File: config.mk
export PLATFORM = sky130hd
export DESIGN_NAME = occupancy_counter
export DESIGN_NICKNAME = d
export VERILOG_FILES = /design/src/rtl/occupancy_counter.sv
export SDC_FILE = /design/constraint.sdc
export NUM_CORES = 1
export LEC_CHECK = 0
export CAP_MARGIN = 25
export CORE_MARGIN = 2
export CORE_UTILIZATION = 40
export DETAILED_ROUTE_END_ITERATION = 10
export PLACE_DENSITY = 0.69
export SLEW_MARGIN = 10
export SYNTH_ARGS = -nofsm -noshare
export SYNTH_HDL_FRONTEND = slang
export SYNTH_SLANG_ARGS = --single-unit
File: constraint.sdc
create_clock -name clk -period 2.4 [get_ports clk]
set_input_delay 0.48 -clock clk [delete_from_list [all_inputs] [get_ports clk]]
set_output_delay 0.48 -clock clk [all_outputs]
set_load 0.005 [all_outputs]
File: src/rtl/occupancy_counter.sv
// Occupancy counter: edge-detected entry/exit events move a saturating count
// between 0 and MAX_COUNT. The count, full/empty flags and the sticky
// overflow/underflow errors are all registered.
// Optional feature: define OCC_BCD_EN to build an incremental two-digit BCD
// mirror of the count. Without it, bcd_tens/bcd_ones are tied to zero.
module occupancy_counter #(
  parameter int unsigned MAX_COUNT = 20,
  parameter int unsigned CNT_W     = 7
) (
  input  logic             clk,
  input  logic             reset,
  input  logic             entered,
  input  logic             exited,
  input  logic             clear_err,
  output logic [CNT_W-1:0] count,
  output logic             full,
  output logic             empty,
  output logic             overflow_err,
  output logic             underflow_err,
  output logic [3:0]       bcd_tens,
  output logic [3:0]       bcd_ones
);

  localparam logic [CNT_W-1:0] MaxCnt = CNT_W'(MAX_COUNT);
  localparam logic [CNT_W-1:0] OneCnt = CNT_W'(1);

  // Edge-detector history; reset to 1 so a level held through reset is ignored
  logic entered_q, exited_q;

  logic [CNT_W-1:0] count_q, count_d;
  logic             full_q, full_d;
  logic             empty_q, empty_d;
  logic             ovf_q, ovf_d;
  logic             unf_q, unf_d;

  logic ent_evt, ext_evt;
  logic do_inc, do_dec;
  logic ovf_set, unf_set;

  // Rising-edge detection and event classification
  always_comb begin
    ent_evt = entered & ~entered_q;
    ext_evt = exited & ~exited_q;
    do_inc  = 1'b0;
    do_dec  = 1'b0;
    ovf_set = 1'b0;
    unf_set = 1'b0;
    // Simultaneous entry and exit cancel out, even at the limits
    if (ent_evt && !ext_evt) begin
      if (count_q == MaxCnt) begin
        ovf_set = 1'b1;
      end else begin
        do_inc = 1'b1;
      end
    end else if (ext_evt && !ent_evt) begin
      if (count_q == '0) begin
        unf_set = 1'b1;
      end else begin
        do_dec = 1'b1;
      end
    end
  end

  // Next-state for count, flags and sticky errors
  always_comb begin
    count_d = count_q;
    if (do_inc) begin
      count_d = count_q + OneCnt;
    end else if (do_dec) begin
      count_d = count_q - OneCnt;
    end
    // Flags derive from next count so they land on the same edge as count
    full_d  = (count_d == MaxCnt);
    empty_d = (count_d == '0);
    // A new error at the same edge as clear_err keeps the flag set
    ovf_d   = (ovf_q & ~clear_err) | ovf_set;
    unf_d   = (unf_q & ~clear_err) | unf_set;
  end

  // State registers with synchronous reset taking priority over everything
  always_ff @(posedge clk) begin
    if (reset) begin
      entered_q <= 1'b1;
      exited_q  <= 1'b1;
      count_q   <= '0;
      full_q    <= 1'b0;
      empty_q   <= 1'b1;
      ovf_q     <= 1'b0;
      unf_q     <= 1'b0;
    end else begin
      entered_q <= entered;
      exited_q  <= exited;
      count_q   <= count_d;
      full_q    <= full_d;
      empty_q   <= empty_d;
      ovf_q     <= ovf_d;
      unf_q     <= unf_d;
    end
  end

  assign count         = count_q;
  assign full          = full_q;
  assign empty         = empty_q;
  assign overflow_err  = ovf_q;
  assign underflow_err = unf_q;

`ifdef OCC_BCD_EN
  logic [3:0] tens_q, tens_d;
  logic [3:0] ones_q, ones_d;

  // Incremental BCD tracking driven by the same inc/dec decisions as count
  always_comb begin
    tens_d = tens_q;
    ones_d = ones_q;
    if (do_inc) begin
      if (ones_q == 4'd9) begin
        ones_d = 4'd0;
        tens_d = tens_q + 4'd1;
      end else begin
        ones_d = ones_q + 4'd1;
      end
    end else if (do_dec) begin
      if (ones_q == 4'd0) begin
        ones_d = 4'd9;
        tens_d = tens_q - 4'd1;
      end else begin
        ones_d = ones_q - 4'd1;
      end
    end
  end

  // BCD digit registers
  always_ff @(posedge clk) begin
    if (reset) begin
      tens_q <= 4'd0;
      ones_q <= 4'd0;
    end else begin
      tens_q <= tens_d;
      ones_q <= ones_d;
    end
  end

  assign bcd_tens = tens_q;
  assign bcd_ones = ones_q;
`else
  assign bcd_tens = 4'd0;
  assign bcd_ones = 4'd0;
`endif

endmodule

# [Word level (Yosys, flattened, before mapping)]
# Index checks and enable logic that the tools add are counted.
[totals] reg_bits=13
[classes] n_mux=12 eq_ne=2 bitwise_logic=9 addsub=2 n_reduce_logical=6
[ops] op="equality test 7 x 5 -> 1 bit, second input constant" count=2
[ops] op="zero test 7 bit" count=2
[ops] op="2-to-1 mux 7 bit" count=2
[ops] op="2-to-1 mux 1 bit" count=10
[ops] op="adder 7 x 1 -> 7 bit, second input constant" count=1
[ops] op="subtractor 7 x 1 -> 7 bit, second input constant" count=1
[ops] op="AND 1 bit" count=4
[ops] op="NOT 1 bit" count=3
[ops] op="logical AND 1 bit" count=2
[ops] op="zero test 1 bit" count=2
[ops] op="bitwise OR 1 bit" count=2

# [Depth between registers and ports, before layout]
[logic_depth] ltp_word=9 depth_mapped=8 mapped_depth_nobuf=8

# [Least setup slack after synthesis]
# OpenSTA, ideal clock, no wires.
[synth_path] kind="register to register" from="register count_q[0] (netlist: count[0])" to="register empty_q (netlist: empty)" period_less_slack_ns=2.050 slack_ns=0.350 setup_time_ns=0.068 t_arrival_ns=1.982 required_time_ns=2.332 stages_incl_launch_ff=9 cell_sequence="dfxtp_1 -> inv_1 -> ha_1 -> or3b_4 -> o311ai_4 -> and2_1 -> a22o_1 -> nand4_2 -> o21bai_2"
[synth_between] elab_chain_cells=7 elab_cells_between_ends=12 classes_between="2 x add/sub; 1 x eq/ne; 7 x mux; 2 x reduce/logical"
[synth_lines] item="from (decl)" line_no="30" text="logic [CNT_W-1:0] count_q, count_d;"
[synth_lines] item="from (signal assigned)" line_no="93" text="count_q <= count_d;"
[synth_lines] item="parallel branches: the longest is 5 deep, another holds subtractor 7 x 1 -> 7 bit"
[synth_lines] item="2-to-1 mux 7 bit *" line_no="67" text="if (do_inc) begin"
[synth_lines] item="zero test 7 bit *" line_no="74" text="empty_d = (count_d == '0);"
[synth_lines] item="to (signal assigned)" line_no="95" text="empty_q <= empty_d;"
[synth_lines] item="to (decl)" line_no="32" text="logic empty_q, empty_d;"
# Mark *: on every way between the ends.
# A chain may end at the register's enable or synchronous reset.

# [Worst setup path in the final report]
[layout_path] from="input port exited" to="register empty_q (netlist: empty)"
[layout_between] elab_chain_cells=7 elab_cells_between_ends=10 classes_between="5 x mux; 1 x bitwise; 4 x reduce/logical"
[layout_lines] item="from (decl)" line_no="13" text="input logic exited,"
[layout_lines] item="AND 1 bit *" line_no="43" text="ext_evt = exited & ~exited_q;"
[layout_lines] item="logical AND 1 bit / zero test 1 bit (equally long branches)" line_no="55, 49"
[layout_lines] item="2-to-1 mux 1 bit / logical AND 1 bit (equally long branches)" line_no="55, 49"
[layout_lines] item="2-to-1 mux 1 bit" line_no="49" text="if (ent_evt && !ext_evt) begin"
[layout_lines] item="2-to-1 mux 7 bit" line_no="69" text="end else if (do_dec) begin"
[layout_lines] item="2-to-1 mux 7 bit *" line_no="67"
[layout_lines] item="zero test 7 bit *" line_no="74"
# Every way passes the cells marked *; elsewhere a longest branch is shown, timed or not.

==> results_dict.tcl <==
set metrics [dict create \
    hold_viol_final 0 \
    cts_tree "done" \
    fillCellCount 217 \
    dr.pass1.iters 4 \
    fin_worst_skew_ns 0.00408 \
    hp-start "underflow_err$_SDFF_PP0_" \
    p_leak_nw 0.414 \
    relSlewSlack_pct 65.8 \
    holdBufCountCts 0 \
    dp_slack_ns -0.0573 \
    wirelength_mm 2.02 \
    async_flop_share_pct 0 \
    r2r-start "count[0]$_SDFF_PP0_" \
    fmax_mhz 450 \
    rsz0062_at_grt "no" \
    end_kind "register" \
    worstPathArrival_ns 2.44 \
    vias 843 \
    die_x_um 51.9 \
    ctsResizeCount 0 \
    post-dp-hpwl_mm 1.54 \
    synthesis.yosys.warnings 0 \
    drive_above_1_share_pct 16.2 \
    critical_path.max_fanout 7 \
    hold_class "register to register" \
    fin_util_pct 51.1 \
    coreArea_um2 2190 \
    status "finished clean" \
    clock_latency_ns 0.28 \
    grt_pass1_vias 732 \
    peakVddDrop_mv 0.469 \
    fin_area_um2 1120 \
    io_pins 24 \
    postRouteAntennaNets 0 \
    cpPeakStageDelay_ns 0.49 \
    cts_setup_buffers 0 \
    dpl_cell_area_um2 1090 \
    period_needed_ns 2.22 \
    port_buffers 15 \
    cts_num_sinks 13 \
    diodes 0 \
    synthCells 110 \
    rows 17 \
    initial_core_util_pct 41.8 \
    setup_viol 0 \
    crit_path_start "exited" \
    cp.required_ns 2.62 \
    powerDensity_nw_per_um2 735 \
    mostFrequentLayoutCell "clkdlybuf4s50_1" \
    cp_slowest_cell "clkdlybuf4s50_1" \
    drt-vias-per-instance 5.34 \
    setup_tns_ns 0 \
    numCtsBuffers 3 \
    fin_crit_sh_pct 92.6 \
    grt_max_degree 14 \
    dieArea_um2 2690 \
    timing.final.ws_setup_ns 0.177 \
    synth-edff-count 0 \
    first_iter_violations 22 \
    grt_usage_pct 16.5 \
    yosys.cell_types.count 45 \
    fin_nets 139 \
    area_growth_pct 22.1 \
    wl_per_cell_um 12.8 \
    ys_seq_area_share_pct 28.4 \
    antenna_found_initial 0 \
    gp_congestion 0.825 \
    cts.reportedPaths.clkPinSlew_ns 0.08 \
    die_h_um 51.9 \
    path_cells "clkdlybuf4s50_1, nor2b_1, o211ai_1, o22ai_1, xnor2_1, nand4_2, o21bai_2" \
    h-tree-depth 1 \
    synth_seq_cells 13 \
    drc 0 \
    multi_input_area_um2 564 \
    grt-ovfl-total 0 \
    slew_viol_final 0 \
    tightest_slew_ns 0.511 \
    clock_path_buffers 2 \
    cts_root_buffer "clkbuf_4" \
    start_kind "input pin" \
    grt_pass1_wl_mm 3.29 \
    cap_viol_max_count 0 \
    synth_ff_type "dfxtp_1" \
    regArea_um2 260 \
    layout_common_cells "clkdlybuf4s50_1 (15), dfxtp_1 (13), nor2_1 (12), conb_1 (8), buf_4 (8)" \
    synth_area_um2 916 \
    synth.avg_cell_area_um2 8.33 \
    critPathKind "input pin to register" \
]
## cells by family (layout without fill, tap and decap cells)
| group | count (synthesis) | in the layout | synth area share (%) |
|---|---|---|---|
| and+or+nand+nor | 40 | 40 | 25.3 |
| AOI/OAI and AO/OA | 26 | 26 | 22.0 |
| buffers and inverters | 20 | 33 | 12.8 |
| DFF | 13 | 13 | 28.4 |
| xor gates and xnor gates | 5 | 5 | 4.78 |
| adders and majority gates | 3 | 3 | 4.10 |
| muxes | 2 | 2 | 2.19 |
| other | 1 | 8 | 0.409 |
## layer usage
layer | vias up | wire, um | track usage [%]
met5 | - | 0 | 0
li1 | 414 | - | -
met1 | 391 | 903 | 23.0
met3 | 2 | 126 | 4.31
met4 | 0 | 9 | 3.95
met2 | 36 | 982 | 25.1
## per-stage QoR
stage	power, mW	std cells	hold slack [ns]
after floorplan	0.559	117	0.484
after global placement	0.679	154	0.477
after detailed placement	0.686	154	0.491
after CTS	0.833	158	0.513
after global routing	0.881	158	0.560
final	0.822	158	0.505
## registers in the layout (all words and copies together), names as in the netlist
signal         flops
count              7
empty              1
entered_q          1
exited_q           1
full               1
overflow_err       1
underflow_err      1
## cells in the mapped netlist, drive strengths merged (2+ instances only)
cell type  number  area share (%)
mux2i           2             2.2
o211ai          2             1.6
o21ai           5             2.7
nor4            2             1.4
nor2b           3             2.0
o22ai           2             1.4
nor3            6             3.8
o31ai           2             1.6
or3             2             1.9
xor2            2             1.9
buf            13              10
a21oi           5             2.7
nand3           3             1.6
dfxtp          13              28
or2             2             1.4
ha              3             4.1
nand2b          2             1.4
xnor2           3             2.9
nor2           12             4.9
nand2           2             1.1
inv             6             2.5
## power breakdown
part | switching (mW) | internal [mW] | leakage, nW | total [mW]
Sequential | 0.0292 | 0.247 | 0.106 | 0.276
Clock | 0.0733 | 0.0645 | 0.0150 | 0.138
Combinational | 0.198 | 0.210 | 0.292 | 0.408
## final timing paths
kind | slack (ns) | cells past startpoint | to
worst min-delay path | 0.50 | 2 | underflow_err$_SDFF_PP0_
worst min register to register | 0.50 | 2 | underflow_err$_SDFF_PP0_
worst max register to register | 0.20 | 8 | empty$_SDFF_PP1_
worst max-delay path | 0.18 | 7 | empty$_SDFF_PP1_
## worst max-delay path: cells and delay by family
family                    cells  cell delay, ns
AOI/OAI and AO/OA             3            0.70
xor gates and xnor gates      1            0.18
buffers and inverters         1            0.49
and+or+nand+nor               2            0.59
## cell type report
type,instances,share of cell area (%)
timing repair buffer,23,18.8
clock buffer,4,2.35
tap,28,3.13
multi-input combinational,84,50.4
sequential,13,23.3
inverter,6,2.01
Note: power is estimated with default switching activity, not from simulation.
